### src/rtl/edge_result_writer.sv
// Result sink: buffers qualified {x,y} edge results in a small FIFO and writes one frame of
// IMG_W*IMG_H results to memory at base_addr onward. Define EDGE_WRITER_MAG_EN to store |x|+|y|.
module edge_result_writer #(
  parameter int unsigned IMG_W      = 128,
  parameter int unsigned IMG_H      = 128,
  parameter int unsigned ADDR_W     = 16,
  parameter int unsigned FIFO_DEPTH = 4
) (
  input  logic              clk_i,
  input  logic              rst_ni,
  input  logic              start_i,
  input  logic [ADDR_W-1:0] base_addr_i,
  input  logic              in_valid_i,
  input  logic [7:0]        in_x_i,
  input  logic [7:0]        in_y_i,
  input  logic              mem_ready_i,
  output logic              mem_we_o,
  output logic [ADDR_W-1:0] mem_addr_o,
  output logic [15:0]       mem_wdata_o,
  output logic              busy_o,
  output logic              done_o,
  output logic              overflow_o
);

  localparam int unsigned Total = IMG_W * IMG_H;
  localparam int unsigned CntW  = $clog2(Total + 1);
  localparam int unsigned PtrW  = $clog2(FIFO_DEPTH);
  localparam int unsigned OccW  = $clog2(FIFO_DEPTH + 1) + 1;
  localparam logic [CntW-1:0] TotalC = CntW'(Total);
  localparam logic [OccW-1:0] DepthC = OccW'(FIFO_DEPTH);

  typedef enum logic [1:0] {StIdle, StRun, StDrain, StDone} state_e;
  state_e state_q, state_d;

  logic [15:0]       fifo_q [FIFO_DEPTH];
  logic [PtrW-1:0]   wptr_q, wptr_d, rptr_q, rptr_d;
  logic [OccW-1:0]   fcnt_q, fcnt_d, occ;
  logic [CntW-1:0]   acc_cnt_q, acc_cnt_d, wr_cnt_q, wr_cnt_d;
  logic [ADDR_W-1:0] next_addr_q, next_addr_d, mem_addr_q, mem_addr_d;
  logic [15:0]       mem_wdata_q, mem_wdata_d, push_data;
  logic              mem_we_q, mem_we_d, overflow_q, overflow_d;
  logic              start_acc, complete, full, push, pop, drop;

`ifdef EDGE_WRITER_MAG_EN
  logic [8:0] mag_sum;
  assign mag_sum   = {1'b0, in_x_i} + {1'b0, in_y_i};
  assign push_data = {8'h00, mag_sum[8] ? 8'hFF : mag_sum[7:0]};
`else
  assign push_data = {in_x_i, in_y_i};
`endif

  // The output register counts as one FIFO slot, so DEPTH results are held under a full stall.
  always_comb begin
    start_acc = (state_q == StIdle) && start_i;
    complete  = mem_we_q && mem_ready_i;
    occ       = fcnt_q + OccW'(mem_we_q);
    full      = (occ == DepthC);
    pop       = (fcnt_q != '0) && (!mem_we_q || mem_ready_i);
    push      = (state_q == StRun) && in_valid_i && (!full || complete);
    drop      = (state_q == StRun) && in_valid_i && full && !complete;
  end

  always_comb begin
    wptr_d      = push ? wptr_q + PtrW'(1) : wptr_q;
    rptr_d      = pop ? rptr_q + PtrW'(1) : rptr_q;
    fcnt_d      = fcnt_q + OccW'(push) - OccW'(pop);
    acc_cnt_d   = acc_cnt_q;
    wr_cnt_d    = wr_cnt_q;
    next_addr_d = next_addr_q;
    overflow_d  = overflow_q;
    if (start_acc) begin
      acc_cnt_d   = '0;
      wr_cnt_d    = '0;
      next_addr_d = base_addr_i;
      overflow_d  = 1'b0;
    end else begin
      if (push)     acc_cnt_d   = acc_cnt_q + CntW'(1);
      if (complete) wr_cnt_d    = wr_cnt_q + CntW'(1);
      if (pop)      next_addr_d = next_addr_q + ADDR_W'(1);
      if (drop)     overflow_d  = 1'b1;
    end
    mem_we_d    = pop ? 1'b1 : (complete ? 1'b0 : mem_we_q);
    mem_addr_d  = pop ? next_addr_q : mem_addr_q;
    mem_wdata_d = pop ? fifo_q[rptr_q] : mem_wdata_q;
  end

  always_ff @(posedge clk_i) begin
    if (push) fifo_q[wptr_q] <= push_data;
  end

  always_ff @(posedge clk_i or negedge rst_ni) begin
    if (!rst_ni) begin
      wptr_q      <= '0;
      rptr_q      <= '0;
      fcnt_q      <= '0;
      acc_cnt_q   <= '0;
      wr_cnt_q    <= '0;
      next_addr_q <= '0;
      mem_we_q    <= 1'b0;
      mem_addr_q  <= '0;
      mem_wdata_q <= '0;
      overflow_q  <= 1'b0;
    end else begin
      wptr_q      <= wptr_d;
      rptr_q      <= rptr_d;
      fcnt_q      <= fcnt_d;
      acc_cnt_q   <= acc_cnt_d;
      wr_cnt_q    <= wr_cnt_d;
      next_addr_q <= next_addr_d;
      mem_we_q    <= mem_we_d;
      mem_addr_q  <= mem_addr_d;
      mem_wdata_q <= mem_wdata_d;
      overflow_q  <= overflow_d;
    end
  end

  always_ff @(posedge clk_i or negedge rst_ni) begin
    if (!rst_ni) state_q <= StIdle;
    else         state_q <= state_d;
  end

  // DRAIN exits on the edge that completes the final write, so done follows it directly.
  always_comb begin
    state_d = state_q;
    unique case (state_q)
      StIdle:  if (start_i) state_d = StRun;
      StRun:   if (acc_cnt_d == TotalC) state_d = StDrain;
      StDrain: if (wr_cnt_d == TotalC) state_d = StDone;
      StDone:  state_d = StIdle;
      default: state_d = StIdle;
    endcase
  end

  always_comb begin
    busy_o      = (state_q == StRun) || (state_q == StDrain);
    done_o      = (state_q == StDone);
    overflow_o  = overflow_q;
    mem_we_o    = mem_we_q;
    mem_addr_o  = mem_addr_q;
    mem_wdata_o = mem_wdata_q;
  end

endmodule

### config.mk
export PLATFORM = sky130hd
export DESIGN_NAME = edge_result_writer
export DESIGN_NICKNAME = d
export VERILOG_FILES = /design/src/rtl/edge_result_writer.sv
export SDC_FILE = /design/constraint.sdc
export NUM_CORES = 1
export LEC_CHECK = 0
export ABC_AREA = 1
export CELL_PAD_IN_SITES_DETAIL_PLACEMENT = 1
export CELL_PAD_IN_SITES_GLOBAL_PLACEMENT = 1
export CORE_ASPECT_RATIO = 1.1
export CORE_MARGIN = 5
export CORE_UTILIZATION = 47
export DETAILED_ROUTE_END_ITERATION = 7
export HOLD_SLACK_MARGIN = 0.1
export PLACE_DENSITY_LB_ADDON = 0.1
export SETUP_SLACK_MARGIN = 0.2
export SYNTH_ARGS = -nofsm -noshare
export SYNTH_HDL_FRONTEND = slang
export SYNTH_SLANG_ARGS = --single-unit
### constraint.sdc
create_clock -name clk_i -period 5.6 [get_ports clk_i]
set_clock_uncertainty 0.1 [all_clocks]
set_input_delay 0.84 -clock clk_i [delete_from_list [all_inputs] [get_ports clk_i]]
set_output_delay 0.84 -clock clk_i [all_outputs]
set_load 0.005 [all_outputs]
After elaboration in Yosys (flattened, before gate mapping)
Memories as Yosys holds them, arrays and structs flattened. A register that Yosys moved wholly into a read port is not among the register bits.
Index checks and enable logic that the tools add are counted.
Operators by class
  add/subtract/negate cells: 8
  $mul: 0
  divide/modulo/power cells: 0
  magnitude comparators: 0
  equality and inequality tests: 9
  shift operators: 0
  mux-type cells: 16
  bitwise operators: 0
  reduce and logical (&&, ||, !) cells: 20
Operators by type and width (number)
  $mux 15: 4
  $mux 16: 2
  $add 15x1->15 const B: 2
  $eq 15x15->1 const B: 2
  $add 16x1->16 const B: 1
  $add 4x1->4: 2
  $pmux 2 s4: 1
  $logic_and 1x1->1: 7
  $mux 1: 6
  $mux 2: 3
  $reduce_bool 2->1: 3
  $add 2x1->2 const B: 2
  $eq 2x2->1 const B: 2
  $eq 4x3->1 const B: 1
  $logic_not 1->1: 4
  $ne 2x2->1 const B: 2
  $reduce_bool 4->1: 1
  $sub 4x1->4: 1
  $logic_or 1x1->1: 3
  $reduce_and 3->1: 1
  $eq 2x1->1 const B: 1
  $logic_not 2->1: 1
  $ne 2x1->1 const B: 1
Word-level totals
  register bits after elaboration: 74
  bits in latches: 0
  memory bits (writable): 64
  ROM bits: 0
  bits of input ports: 37
  output and inout bits: 36
  logic and storage cells: 64
  memories kept: 1
Memories
  fifo_q: depth 4, bits a word 16, rd ports 1, clocked after memory_dff 1, write ports 1, RTL line 35  | logic [15:0] fifo_q [FIFO_DEPTH];

Depth between registers and ports, before layout
Gate-level depths: netlist (run 1).
  depth in word-level cells: 10
  gate-level depth with buffers: 19
  mapped depth without buffers: 19

Worst setup path after synthesis (run 1)
OpenSTA, ideal clock, no wires.
  path type: input to register
  start: input mem_ready_i
  end: register fcnt_q[2]
  library setup time: 0.123 ns
  data arrival time: 2.601 ns
  required time: 5.377 ns
  path slack: 2.776 ns
  stages: 12
  buffers on the path: 2
  cell sequence: inv_1 -> nand2_1 -> o21ai_0 -> inv_1 -> clkbuf_1 -> buf_2 -> ha_1 -> inv_1 -> ha_1 -> inv_1 -> fa_1 -> xnor2_1
On the way
  longest elaborated chain between the ends: 5
Ends and longest elaborated chain
  start: declaration: RTL line 16  | input logic mem_ready_i,
  $logic_and 1x1->1: RTL line 55  | complete = mem_we_q && mem_ready_i;
  $logic_or 1x1->1: RTL line 59  | push = (state_q == StRun) && in_valid_i && (!full || complete);
  $logic_and 1x1->1: RTL line 59
  $add 4x1->4: RTL line 66  | fcnt_d = fcnt_q + OccW'(push) - OccW'(pop);
  $sub 4x1->4 (*): RTL line 66
  named net fcnt_d[2]: RTL line 37  | logic [OccW-1:0] fcnt_q, fcnt_d, occ;
  end signal: assignment: RTL line 106  | fcnt_q <= fcnt_d;
  end: declaration: RTL line 37
Mark *: on every way through the listed nets, which the timed path passes. The rest lies on a longest branch.
A chain may end at the register's enable or synchronous reset.

Final worst setup path (run 1)
  start: register mem_we_q (netlist: mem_we_o)
  end: register fcnt_q[2]
On the way
  longest elaborated chain between the ends: 7
Ends and longest elaborated chain
  start: declaration: RTL line 41  | logic mem_we_q, mem_we_d, overflow_q, overflow_d;
  start signal: assignment: RTL line 110  | mem_we_q <= mem_we_d;
  $add 4x1->4: RTL line 56  | occ = fcnt_q + OccW'(mem_we_q);
  $eq 4x3->1: RTL line 57  | full = (occ == DepthC);
  $logic_not 1->1: RTL line 59
  $logic_or 1x1->1: RTL line 59
  $logic_and 1x1->1: RTL line 59
  $add 4x1->4: RTL line 66
  $sub 4x1->4 (*): RTL line 66
  named net fcnt_d[2]: RTL line 37
Marked as above.

==> impl_summary.txt, run 1 <==
----------------------------------------------------
[Timing]
  Setup WS post-layout ... 2427 ps
  Final worst path period share ... 56.67%
  Setup repair after global routing missed its margin ... no
  Achievable frequency ... 315.1 MHz
  Final critical delay including setup and external delays ... 3173 ps
  Headroom to the max-slew limit ... 20.92%
  Final TNS setup ... 0 ps
  Number of setup violations in the final report ... 0
  Actual slew at the worst max-slew pin ... 1186 ps
  Number of endpoints with negative hold slack in the final report ... 0
  Max Transition Viols Final ... 0

[GRT]
  First-pass GRT wire length ... 31870 um
  Aggregate global-route resource usage ... 21.99%
  Via count of the first global-routing pass ... 6459
  Antenna violations before repair ... 0
  Gr ovfl total ... 0
  Largest net degree at the start of global routing ... 59

[Clocking]
  CTS tree ... done
  Clk Latency, worst-skew pair ... 430 ps
  Clock tree root driver cell ... sky130_fd_sc_hd__clkbuf_16
  Clock Sink Count ... 154
  TritonCTS Buffers ... 17
  Htree depth ... 4
  Number of buffers inserted by hold repair at cts ... 0
  Max clock buf depth ... 2
  Post-CTS Setup Repair Bufs ... 0
  Clock transition at path regs ... 70 ps
  Post-cts repair resize count ... 0

[Power]
  Leakage ... 3.995 nW
  Pwr per Cell Area ... 503.4 nW/um2
  VDD IR max ... 0.0002536 V

[Setup path]
  Worst-path maximum fanout ... 23
  Required @ worst endpoint ... 5820 ps
  Startpoint-to-endpoint class of the critical path ... reg2reg
  Kind of launch point of the worst setup path ... flop
  Critical path capture point type ... flop
  Critical path data arrival time ... 3390 ps

[Yosys]
  Top flip-flop cell by instance count after synthesis ... sky130_fd_sc_hd__dfrtp_1
  Post-synth ARST share ... 58.44%
  Top-count cell post-synth ... sky130_fd_sc_hd__nand2_1
  Most area-hungry cell type in the Yosys netlist ... sky130_fd_sc_hd__dfrtp_1
  YS warnings ... 0
  Syn_area_per_cell ... 9.078 um2
  Post-synthesis sequential area ratio ... 56.48%
  Count of mapped cells out of synthesis ... 814
  Synthesized flop and latch total ... 154
  Mapped cell area ... 7390 um2
  Top cell types by occurrence after synthesis ... 145 x sky130_fd_sc_hd__nand2_1, 137 x sky130_fd_sc_hd__nor2_1, 103 x sky130_fd_sc_hd__inv_1, 90 x sky130_fd_sc_hd__dfrtp_1, 64 x sky130_fd_sc_hd__edfxtp_1
  Fraction of synthesized cell area taken by the top area cell type ... 30.48%
  Post-synth EDFFs ... 64
  Top post-synthesis cells by area ... sky130_fd_sc_hd__dfrtp_1 30%, sky130_fd_sc_hd__edfxtp_1 26%, sky130_fd_sc_hd__nand2_1 7.4%
  Number of distinct library cell variants in the gate-level netlist after synthesis ... 41
  Net count after synthesis ... 872

[Job]
  Reported max-cap violation count ... 0

[Min path]
  Class of the worst hold path ... in2async

[Drt]
  Number of remaining DRC errors ... 0
  Violation count after the first detailed-routing iteration ... 337
  Detail-routed net length per standard cell ... 17.19 um
  Residual antenna-violating net count after detailed routing ... 0
  Avg Vias per Cell ... 5.216
  Overall via count from detail_route ... 5738
  Pre-antenna DRT Iters ... 4
  Final routed wirelength across all metal layers ... 18910 um

[Cells and area]
  N_diodes ... 0
  Filler Cells Inserted ... 1814
  Proportion of layout cells with a drive suffix above 1 ... 8.000%
  Layout overhead on the synthesized area ... 20.66%
  Net count of the finished layout ... 945

[Die]
  Io pins ... 73
  Die Outline Area ... 18330 um2
  Row count ... 48
  Horizontal extent of the die ... 129.6 um
  Initial Util ... 47.51%
  Die Span Y ... 141.5 um
  Core region area ... 15550 um2

[Placed design]
  Placer congestion estimate ... 0.8178
  Estimated wirelength of the detail-placed design ... 12890 um
  Setup slack after placement ... 2103 ps
  Count of input and output buffers ... 72

[Run status]
  Run status ... completed

----------------------------------------------------
==> registers in the layout (all words and copies together), names as in the netlist <==
name and count:
acc_cnt_q 15, fcnt_q 4, fifo_q 64, mem_addr_o 16
mem_wdata_o 16, mem_we_o 1, next_addr_q 16, overflow_o 1
rptr_q 2, state_q 2, wptr_q 2, wr_cnt_q 15
==> cells by family after synthesis <==
logic type	after synthesis	share of synthesized area (%)
adder cells (fa/ha/maj)	21	3.657
XOR/XNOR	14	1.659
flip-flops	154	56.48
buffers and inverters	133	7.162
AND/OR/NAND/NOR	391	23.48
AO/OA/AOI/OAI	101	7.552
==> layout make-up <==
type	count	area, um2	area share (%)
clock buffer	17	425.4	4.771
sequential	154	4174	46.81
inverter	107	402.9	4.519
clock inverter	15	192.7	2.161
multi-input combinational	527	2693	30.20
timing repair buffer	80	778.2	8.729
tap	200	250.2	2.807
==> through the flow <==
| step | util (%) | std cells | cell area, um2 | hold slack, ps | power (mW) |
|---|---|---|---|---|---|
| after detailed placement | 53.35 | 1068 | 8298 | 374.4 | 3.317 |
| after global placement | 53.35 | 1068 | 8298 | 364.7 | 3.212 |
| after floorplan | - | 814 | 7390 | 372.5 | 2.649 |
| after CTS | 57.32 | 1100 | 8916 | 263.2 | 4.547 |
| after global routing | 57.32 | 1100 | 8916 | 283.3 | 4.813 |
| final | 57.32 | 1100 | 8916 | 258.1 | 4.489 |
==> worst max-delay path, cell delays in order, from the launching register on <==
cell and delay [ps]:
sky130_fd_sc_hd__dfrtp_1 490, sky130_fd_sc_hd__ha_1 290, sky130_fd_sc_hd__ha_1 310, sky130_fd_sc_hd__nor2_2 170
sky130_fd_sc_hd__nand2_4 70, sky130_fd_sc_hd__nor2_4 150, sky130_fd_sc_hd__nand2_4 190, sky130_fd_sc_hd__nand2_4 210
sky130_fd_sc_hd__ha_1 260, sky130_fd_sc_hd__inv_1 60, sky130_fd_sc_hd__ha_1 160, sky130_fd_sc_hd__inv_1 70
sky130_fd_sc_hd__fa_1 380, sky130_fd_sc_hd__xnor2_1 140
==> metal layers <==
layer	part of all wire [%]	wire, um	track usage [%]
met3	3.3	618	4.556
met1	41	7743	25.66
met4	1.3	242	6.893
met5	0	0	0
met2	55	10310	40.23
==> path summary, 6_finish.rpt <==
| check | from | slack [ps] | to | cells past startpoint |
|---|---|---|---|---|
| max reg2reg | mem_we_o$_DFFE_PN0P_ | 2430 | fcnt_q[2]$_DFF_PN0_ | 13 |
| max | mem_we_o$_DFFE_PN0P_ | 2430 | fcnt_q[2]$_DFF_PN0_ | 13 |
| min in group clk_i | mem_addr_o[4]$_DFFE_PN0P_ | 390 | mem_addr_o[4]$_DFFE_PN0P_ | 2 |
| max in group asynchronous | rst_ni | 4010 | acc_cnt_q[0]$_DFF_PN0_ | 2 |
| min reg2reg | mem_addr_o[4]$_DFFE_PN0P_ | 390 | mem_addr_o[4]$_DFFE_PN0P_ | 2 |
| min | rst_ni | 260 | wr_cnt_q[13]$_DFF_PN0_ | 1 |
==> placed cells by master (no fill, tap or decap), types with 15 or more instances in the layout <==
cell type | Yosys | routed
sky130_fd_sc_hd__clkdlybuf4s50_1 | 0 | 71
sky130_fd_sc_hd__ha_1 | 20 | 20
sky130_fd_sc_hd__dfrtp_1 | 90 | 90
sky130_fd_sc_hd__nor2_1 | 137 | 137
sky130_fd_sc_hd__o21ai_0 | 57 | 56
sky130_fd_sc_hd__nand2_1 | 145 | 144
sky130_fd_sc_hd__a21oi_1 | 15 | 15
sky130_fd_sc_hd__edfxtp_1 | 64 | 64
sky130_fd_sc_hd__inv_1 | 103 | 103
sky130_fd_sc_hd__clkbuf_16 | 0 | 17
sky130_fd_sc_hd__a31oi_1 | 16 | 16
sky130_fd_sc_hd__nand3_1 | 63 | 63
==> power by group <==
| group | switching (mW) | internal, mW |
|---|---|---|
| clock network | 0.539 | 0.648 |
| registers | 0.268 | 1.47 |
| logic | 0.899 | 0.662 |
Note: power is estimated with default switching activity, not from simulation.
==> inputs of run 2 (changes only) <==
--- a/config.mk
+++ b/config.mk
@@ -10,7 +10,7 @@
 export CELL_PAD_IN_SITES_GLOBAL_PLACEMENT = 1
 export CORE_ASPECT_RATIO = 1.1
 export CORE_MARGIN = 5
-export CORE_UTILIZATION = 47
+export CORE_UTILIZATION = 44
 export DETAILED_ROUTE_END_ITERATION = 7
 export HOLD_SLACK_MARGIN = 0.1
 export PLACE_DENSITY_LB_ADDON = 0.1
==> constraint.sdc (replaced) <==
create_clock -name clk_i -period 3 [get_ports clk_i]
set_clock_uncertainty 0.1 [all_clocks]
set_input_delay 0.45 -clock clk_i [delete_from_list [all_inputs] [get_ports clk_i]]
set_output_delay 0.45 -clock clk_i [all_outputs]
set_load 0.005 [all_outputs]
==> run 2 against run 1 <==
  * Combinational power grew 99%
  * Register-to-register slack lost 2100 ps
  * Via count grew 1.4%
  * Non-clock buffer count grew 10
  * Worst setup slack lost 2100 ps
  * Largest power group unchanged
==> impl_summary.txt, run 2 (synthesized netlist as in run 1, its figures left out) <==
----------------------------------------------------
[Run status]
  Run status ... completed

[Placed design]
  Placer congestion estimate ... 0.8352 (+2.1%)
  Number of placed instances, taps included ... 1080 (+1.1%)
  Estimated wirelength of the detail-placed design ... 13000 um (+0.82%)
  Count of input and output buffers ... 72 (unchanged)
  Instance area at placement ... 8376 um2 (+0.93%)

[Cells and area]
  Proportion of layout cells with a drive suffix above 1 ... 8.901% (+0.90 points)
  Largest register FFs ... 64 (unchanged)
  Final Non-Filler Cells ... 1114 (+1.3%)
  Register with the highest flop count ... fifo_q
  Layout overhead on the synthesized area ... 21.96%
  Filler Cells Inserted ... 1875 (+3.4%)
  Finished layout cell area ... 9012 um2 (+1.1%)
  Net count of the finished layout ... 955 (+1.1%)
  Most frequent standard cell in the layout excluding fill and tap cells ... sky130_fd_sc_hd__nand2_1
  N_diodes ... 0 (unchanged)
  Share of the core filled with cells in the final layout ... 54.85% (-2.5 points)
  Highest-count cells in the layout ignoring fill and taps ... 144 x sky130_fd_sc_hd__nand2_1, 137 x sky130_fd_sc_hd__nor2_1, 103 x sky130_fd_sc_hd__inv_1, 90 x sky130_fd_sc_hd__dfrtp_1, 71 x sky130_fd_sc_hd__clkdlybuf4s50_1

[Drt]
  Pre-antenna DRT Iters ... 4 (unchanged)
  Residual antenna-violating net count after detailed routing ... 0 (unchanged)
  Detail-routed net length per standard cell ... 17.07 um (-0.71%)
  Violation count after the first detailed-routing iteration ... 245 (-27%)
  Final routed wirelength across all metal layers ... 19020 um (+0.56%)
  Avg Vias per Cell ... 5.222 (+0.10%)
  Overall via count from detail_route ... 5817 (+1.4%)
  Number of remaining DRC errors ... 0 (unchanged)

[Clocking]
  Clock tree root driver cell ... sky130_fd_sc_hd__clkbuf_16
  Clock transition at path regs ... 70 ps (about the same)
  Max clock buf depth ... 2 (unchanged)
  TritonCTS Buffers ... 17 (unchanged)
  Clock Sink Count ... 154 (unchanged)
  Htree depth ... 4 (unchanged)
  CTS tree ... done
  Clk Latency, worst-skew pair ... 430 ps (about the same)

[Die]
  Die Outline Area ... 19490 um2 (+6.3%)
  Initial Util ... 44.97% (-2.5 points)
  Die Span Y ... 145.9 um (+3.1%)
  Core region area ... 16430 um2 (+5.6%)
  Horizontal extent of the die ... 133.6 um (+3.1%)
  Io pins ... 73 (unchanged)
  Row count ... 49 (+2.1%)

[Timing]
  Number of setup violations in the final report ... 0 (unchanged)
  Actual slew at the worst max-slew pin ... 923.5 ps (-262.6 ps)
  Final TNS setup ... 0 ps (unchanged)
  Max Transition Viols Final ... 0 (unchanged)
  Number of endpoints with negative hold slack in the final report ... 0 (unchanged)
  Final worst path period share ... 88.56% (+32 points)
  Final critical delay including setup and external delays ... 2657 ps (-516.6 ps)
  Setup repair after global routing missed its margin ... no
  Achievable frequency ... 376.4 MHz (+19%)
  Headroom to the max-slew limit ... 38.36% (+17 points)

[GRT]
  Peak-usage layer in the global routing report ... met2
  First-pass GRT wire length ... 31710 um (-0.50%)
  Aggregate global-route resource usage ... 20.43% (-1.6 points)
  Fraction of met3 tracks used by global routing ... 3.423% (-1.1 points)
  Largest net degree at the start of global routing ... 47 (-20%)
  Met1 layer usage reported by global route ... 24.34% (-1.3 points)
  Via count of the first global-routing pass ... 6347 (-1.7%)
  Met2 usage ... 37.53% (-2.7 points)
  Gr ovfl total ... 0 (unchanged)
  Antenna violations before repair ... 0 (unchanged)

[Setup path]
  FF-to-FF setup slack ... 340 ps (-2080 ps)
  Required @ worst endpoint ... 3200 ps (-2620 ps)
  Critical path data arrival time ... 2860 ps (-530 ps)
  Kind of launch point of the worst setup path ... flop
  Terminus of the critical flop-to-flop path ... fcnt_q[2]$_DFF_PN0_
  Beginning of the worst register-to-register path ... fcnt_q[0]$_DFF_PN0_
  Count of cells along the worst register-to-register path ... 13 (unchanged)
  Critical path capture point type ... flop
  Worst-path maximum fanout ... 3 (-87%)
  Critical path origin ... fcnt_q[0]$_DFF_PN0_
  Startpoint-to-endpoint class of the critical path ... reg2reg

[Power]
  Pwr per Cell Area ... 936.6 nW/um2 (+86%)
  VDD IR max ... 0.0004907 V (+93%)
  Power, Total ... 8.441 mW (+88%)
  Leakage ... 4.042 nW (+1.2%)

[Min path]
  Hold-critical path endpoint ... mem_addr_o[8]$_DFFE_PN0P_
  Worst hold path cell count ... 2
  Startpoint of the lowest-slack hold path ... mem_addr_o[8]$_DFFE_PN0P_
  Class of the worst hold path ... reg2reg

[Job]
  Reported max-cap violation count ... 0 (unchanged)

----------------------------------------------------
==> run 2: changes by cell type in the layout (fill, tap and decap cells not counted), sizes merged <==
cell / change
dlygate4sd3: +1
inv: -4
clkinv: +3
buf: +9
bufinv: +1
==> run 2: cell type report <==
class | instances | area (um2) | share of cell area [%]
inverters | 107 | 402.9 | 4.470
well taps | 204 | 255.2 | 2.832
multi-input cells | 527 | 2695 | 29.90
clock inverters | 15 | 187.7 | 2.082
flip-flops and latches | 154 | 4174 | 46.31
clock buffers | 17 | 425.4 | 4.720
repair buffers | 90 | 872.1 | 9.677
==> run 2: metal layers <==
layer	vias to the layer above	part of all wire (%)
met4	0	1.2
met3	18	2.7
met2	86	53
met5	-	0
li1	2830	-
met1	2883	43
==> run 2: critical path: stages, from the launching register on <==
cell,delay [ps]
sky130_fd_sc_hd__dfrtp_1,420
sky130_fd_sc_hd__ha_2,210
sky130_fd_sc_hd__ha_1,280
sky130_fd_sc_hd__nor2_2,130
sky130_fd_sc_hd__nand2_4,60
sky130_fd_sc_hd__nor2_4,150
sky130_fd_sc_hd__nand2_4,80
sky130_fd_sc_hd__nand2_4,60
sky130_fd_sc_hd__ha_1,220
sky130_fd_sc_hd__inv_1,60
sky130_fd_sc_hd__ha_1,160
sky130_fd_sc_hd__inv_1,70
sky130_fd_sc_hd__fa_1,380
sky130_fd_sc_hd__xnor2_1,150
==> run 2: power by group <==
group	internal (mW)	switching [mW]
clock network	1.26	0.945
logic	1.29	1.82
registers	2.75	0.373
total	5.31	3.13
==> run 2: metrics by stage <==
step                setup slack (ps)  hold WS, ps
floorplan                      260.3        54.41
global placement               309.9        365.4
detailed placement             180.9        372.1
CTS                            233.6        389.1
global route                   217.8        405.1
finish                         343.3        383.8
==> run 2: timing repair <==
action | 4_1_cts | 5_1_grt
hold endpoints to repair | 45 | 0
hold buffers | 1 | 0
resized for setup | 0 | 2
buffers inserted | 0 | 1
endpoints found under the setup margin | 0 | 4
==> run 2: how the worst max path moves through the flow <==
| stage | end | slack (ps) |
|---|---|---|
| finish | fcnt_q[2]$_DFF_PN0_ | 340 |
| global route | fcnt_q[2]$_DFF_PN0_ | 220 |
| CTS | state_q[0]$_DFFE_PN0P_ | 230 |
| detailed placement | state_q[0]$_DFFE_PN0P_ | 180 |
| global placement | state_q[0]$_DFFE_PN0P_ | 310 |
| floorplan | fcnt_q[2]$_DFF_PN0_ | 260 |
==> inputs of run 3 (changes only) <==
--- a/config.mk
+++ b/config.mk
@@ -6,14 +6,13 @@
 export NUM_CORES = 1
 export LEC_CHECK = 0
 export ABC_AREA = 1
-export CELL_PAD_IN_SITES_DETAIL_PLACEMENT = 1
-export CELL_PAD_IN_SITES_GLOBAL_PLACEMENT = 1
 export CORE_ASPECT_RATIO = 1.1
 export CORE_MARGIN = 5
-export CORE_UTILIZATION = 44
+export CORE_UTILIZATION = 55
+export CTS_BUF_LIST = sky130_fd_sc_hd__clkbuf_4 sky130_fd_sc_hd__clkbuf_8
 export DETAILED_ROUTE_END_ITERATION = 7
 export HOLD_SLACK_MARGIN = 0.1
-export PLACE_DENSITY_LB_ADDON = 0.1
+export PLACE_DENSITY = 0.77
 export SETUP_SLACK_MARGIN = 0.2
 export SYNTH_ARGS = -nofsm -noshare
 export SYNTH_HDL_FRONTEND = slang
==> run 3 against run 2 <==
  * Critical path depth is the same
  * Flip-flop and latch count is the same
  * Maximum frequency grew 1.7%
  * Worst hold slack gained 2.0 ps
==> impl_summary.txt, run 3 (synthesized netlist as in run 1, its figures left out) <==
----------------------------------------------------
[Cells and area]
  Sequential cell area ... 4174 um2 (unchanged)
  Net count of the finished layout ... 953 (-0.21%)
  Filler Cells Inserted ... 1052 (-44%)
  Highest-count cells in the layout ignoring fill and taps ... 144 x sky130_fd_sc_hd__nand2_1, 137 x sky130_fd_sc_hd__nor2_1, 103 x sky130_fd_sc_hd__inv_1, 90 x sky130_fd_sc_hd__dfrtp_1, 71 x sky130_fd_sc_hd__clkdlybuf4s50_1
  Largest register FFs ... 64 (unchanged)
  Layout overhead on the synthesized area ... 18.57%
  N_diodes ... 0 (unchanged)
  Most frequent standard cell in the layout excluding fill and tap cells ... sky130_fd_sc_hd__nand2_1
  Proportion of layout cells with a drive suffix above 1 ... 8.811% (-0.091 points)
  Multi-input gate area ... 2719 um2 (+0.88%)
  Register with the highest flop count ... fifo_q

[Min path]
  Startpoint of the lowest-slack hold path ... mem_addr_o[2]$_DFFE_PN0P_
  Class of the worst hold path ... reg2reg

[Setup path]
  Startpoint-to-endpoint class of the critical path ... reg2reg
  Required @ worst endpoint ... 3240 ps (+40 ps)
  Cell family with most CP delay ... adder cells
  Worst-path maximum fanout ... 12 (+9)
  Critical path capture point type ... flop
  Critical path's slowest cell ... sky130_fd_sc_hd__dfrtp_1
  Kind of launch point of the worst setup path ... flop
  Critical path data arrival time ... 2850 ps (about the same)
  Cell repeated most along the worst path ... sky130_fd_sc_hd__ha_1
  Beginning of the worst register-to-register path ... mem_we_o$_DFFE_PN0P_
  Critical path origin ... mem_we_o$_DFFE_PN0P_
  Worst Path Buf+Inv ... 2 (unchanged)
  Largest stage delay on the critical path ... 400 ps (-20 ps)
  Cells along the critical path ... ha_1, ha_4, nor2_4, nand2_4, nor2_4, nand2_4, nand2_8, ha_1, inv_1, ha_1, inv_1, fa_1, xnor2_1

[Clocking]
  Clk Latency, worst-skew pair ... 450 ps (+20 ps)
  CTS tree ... done
  Max clock buf depth ... 2 (unchanged)
  TritonCTS Buffers ... 17 (unchanged)
  Htree depth ... 4 (unchanged)
  Clock tree root driver cell ... sky130_fd_sc_hd__clkbuf_8
  Clock Sink Count ... 154 (unchanged)
  Clock transition at path regs ... 90 ps (+20 ps)

[Drt]
  Residual antenna-violating net count after detailed routing ... 0 (unchanged)
  Violation count after the first detailed-routing iteration ... 427 (+74%)
  Avg Vias per Cell ... 5.241 (+0.38%)
  Final routed wirelength across all metal layers ... 15180 um (-20%)
  Detail-routed net length per standard cell ... 14.20 um (-17%)
  Pre-antenna DRT Iters ... 5 (+1)
  Number of remaining DRC errors ... 0 (unchanged)
  Overall via count from detail_route ... 5603 (-3.7%)

[Placed design]
  Estimated wirelength of the detail-placed design ... 10280 um (-21%)
  Placer congestion estimate ... 0.8957 (+7.2%)
  Count of input and output buffers ... 72 (unchanged)

[Timing]
  Max Transition Viols Final ... 0 (unchanged)
  Achievable frequency ... 382.7 MHz (+1.7%)
  Setup repair after global routing missed its margin ... no
  Number of endpoints with negative hold slack in the final report ... 0 (unchanged)
  Actual slew at the worst max-slew pin ... 879.8 ps (-43.78 ps)
  Final TNS setup ... 0 ps (unchanged)
  Worst slack on hold paths ... 385.8 ps (+2.030 ps)
  Final worst path period share ... 87.10% (-1.5 points)
  Final critical delay including setup and external delays ... 2613 ps (-43.78 ps)
  Headroom to the max-slew limit ... 41.28% (+2.9 points)
  Number of setup violations in the final report ... 0 (unchanged)

[GRT]
  Gr ovfl total ... 0 (unchanged)
  Via count of the first global-routing pass ... 5422 (-15%)
  Antenna violations before repair ... 0 (unchanged)
  Largest net degree at the start of global routing ... 40 (-15%)
  First-pass GRT wire length ... 25360 um (-20%)
  Aggregate global-route resource usage ... 20.00% (-0.43 points)

[Power]
  Pwr per Cell Area ... 872.3 nW/um2 (-6.9%)
  Switching share of power ... 37.96% (+0.83 points)
  Internal Pwr Total ... 4.742 mW (-11%)
  Register share of total power ... 40.7% (+3.7 points)
  Leakage ... 3.944 nW (-2.4%)
  VDD IR max ... 0.0005069 V (+3.3%)
  Clock share of power ... 20.7% (-5.5 points)
  Gate power share ... 38.6% (+1.8 points)
  Reported net switching power ... 2.901 mW (-7.4%)

[Die]
  Row count ... 44 (-10%)
  Initial Util ... 55.93% (+11 points)
  Horizontal extent of the die ... 120.5 um (-9.8%)
  Die Outline Area ... 15860 um2 (-19%)
  Io pins ... 73 (unchanged)
  Core region area ... 13210 um2 (-20%)
  Die Span Y ... 131.6 um (-9.8%)

[Run status]
  Run status ... completed

[Job]
  Reported max-cap violation count ... 0 (unchanged)

----------------------------------------------------
## run 3: repair_timing
action / CTS / global route
endpoints found under the setup margin: 0 / 4
buffers inserted: 0 / 1
hold buffers: 1 / 0
resized for setup: 0 / 4
endpoints found under the hold margin: 37 / 0
## run 3: path summary, 6_finish.rpt
check                                               to  slack [ps]  cells after the start
max                                fcnt_q[2]$_DFF_PN0_         390                     13
min                          mem_addr_o[2]$_DFFE_PN0P_         390                      2
max reg2reg                        fcnt_q[2]$_DFF_PN0_         390                     13
min reg2reg                  mem_addr_o[2]$_DFFE_PN0P_         390                      2
max in group asynchronous  next_addr_q[14]$_DFFE_PN0P_        1770                      3
min in group asynchronous    mem_addr_o[7]$_DFFE_PN0P_         410                      2
## run 3: metal layers
| metal | wire, um | up-vias | GRT usage [%] |
|---|---|---|---|
| li1 | - | 2816 | - |
| met1 | 6670 | 2636 | 24.86 |
| met2 | 7562 | 129 | 34.11 |
| met3 | 653 | 22 | 4.471 |
| met4 | 297 | 0 | 7.494 |
| met5 | 0 | - | 0 |
## run 3: per-stage QoR
step                cells  total power, mW  worst slack, ps  utilization, %  cell area, um2
global route         1069            8.232            234.5           66.32            8762
CTS                  1068            7.651            259.2           66.03            8725
global placement     1035            5.969            252.4           62.87            8307
finish               1069            7.644            387.1           66.32            8762
detailed placement   1035            6.053            199.0           62.87            8307
floorplan             814            4.945            260.3               -            7390
## run 3: power by group through the flow
stage	Clock, mW	Sequential [mW]	Combinational (mW)
floorplan	0	3.09	1.86
global placement	0	3.13	2.83
detailed placement	0	3.15	2.90
CTS	1.62	3.11	2.93
global route	1.71	3.19	3.33
finish	1.58	3.11	2.95
## run 3: worst register-to-register path, stage by stage, from the launching register on
cell	delay [ps]
sky130_fd_sc_hd__dfrtp_1	400
sky130_fd_sc_hd__ha_1	260
sky130_fd_sc_hd__ha_4	240
sky130_fd_sc_hd__nor2_4	120
sky130_fd_sc_hd__nand2_4	60
sky130_fd_sc_hd__nor2_4	150
sky130_fd_sc_hd__nand2_4	90
sky130_fd_sc_hd__nand2_8	110
sky130_fd_sc_hd__ha_1	240
sky130_fd_sc_hd__inv_1	50
sky130_fd_sc_hd__ha_1	150
sky130_fd_sc_hd__inv_1	50
sky130_fd_sc_hd__fa_1	370
sky130_fd_sc_hd__xnor2_1	130
## run 3: layout make-up
cell class                 count  area share [%]
inverter                     107           4.598
tap                          161           2.299
timing repair buffer          88           9.782
clock buffer                  17           2.670
sequential                   154           47.64
multi-input combinational    527           31.03
clock inverter                15           1.985
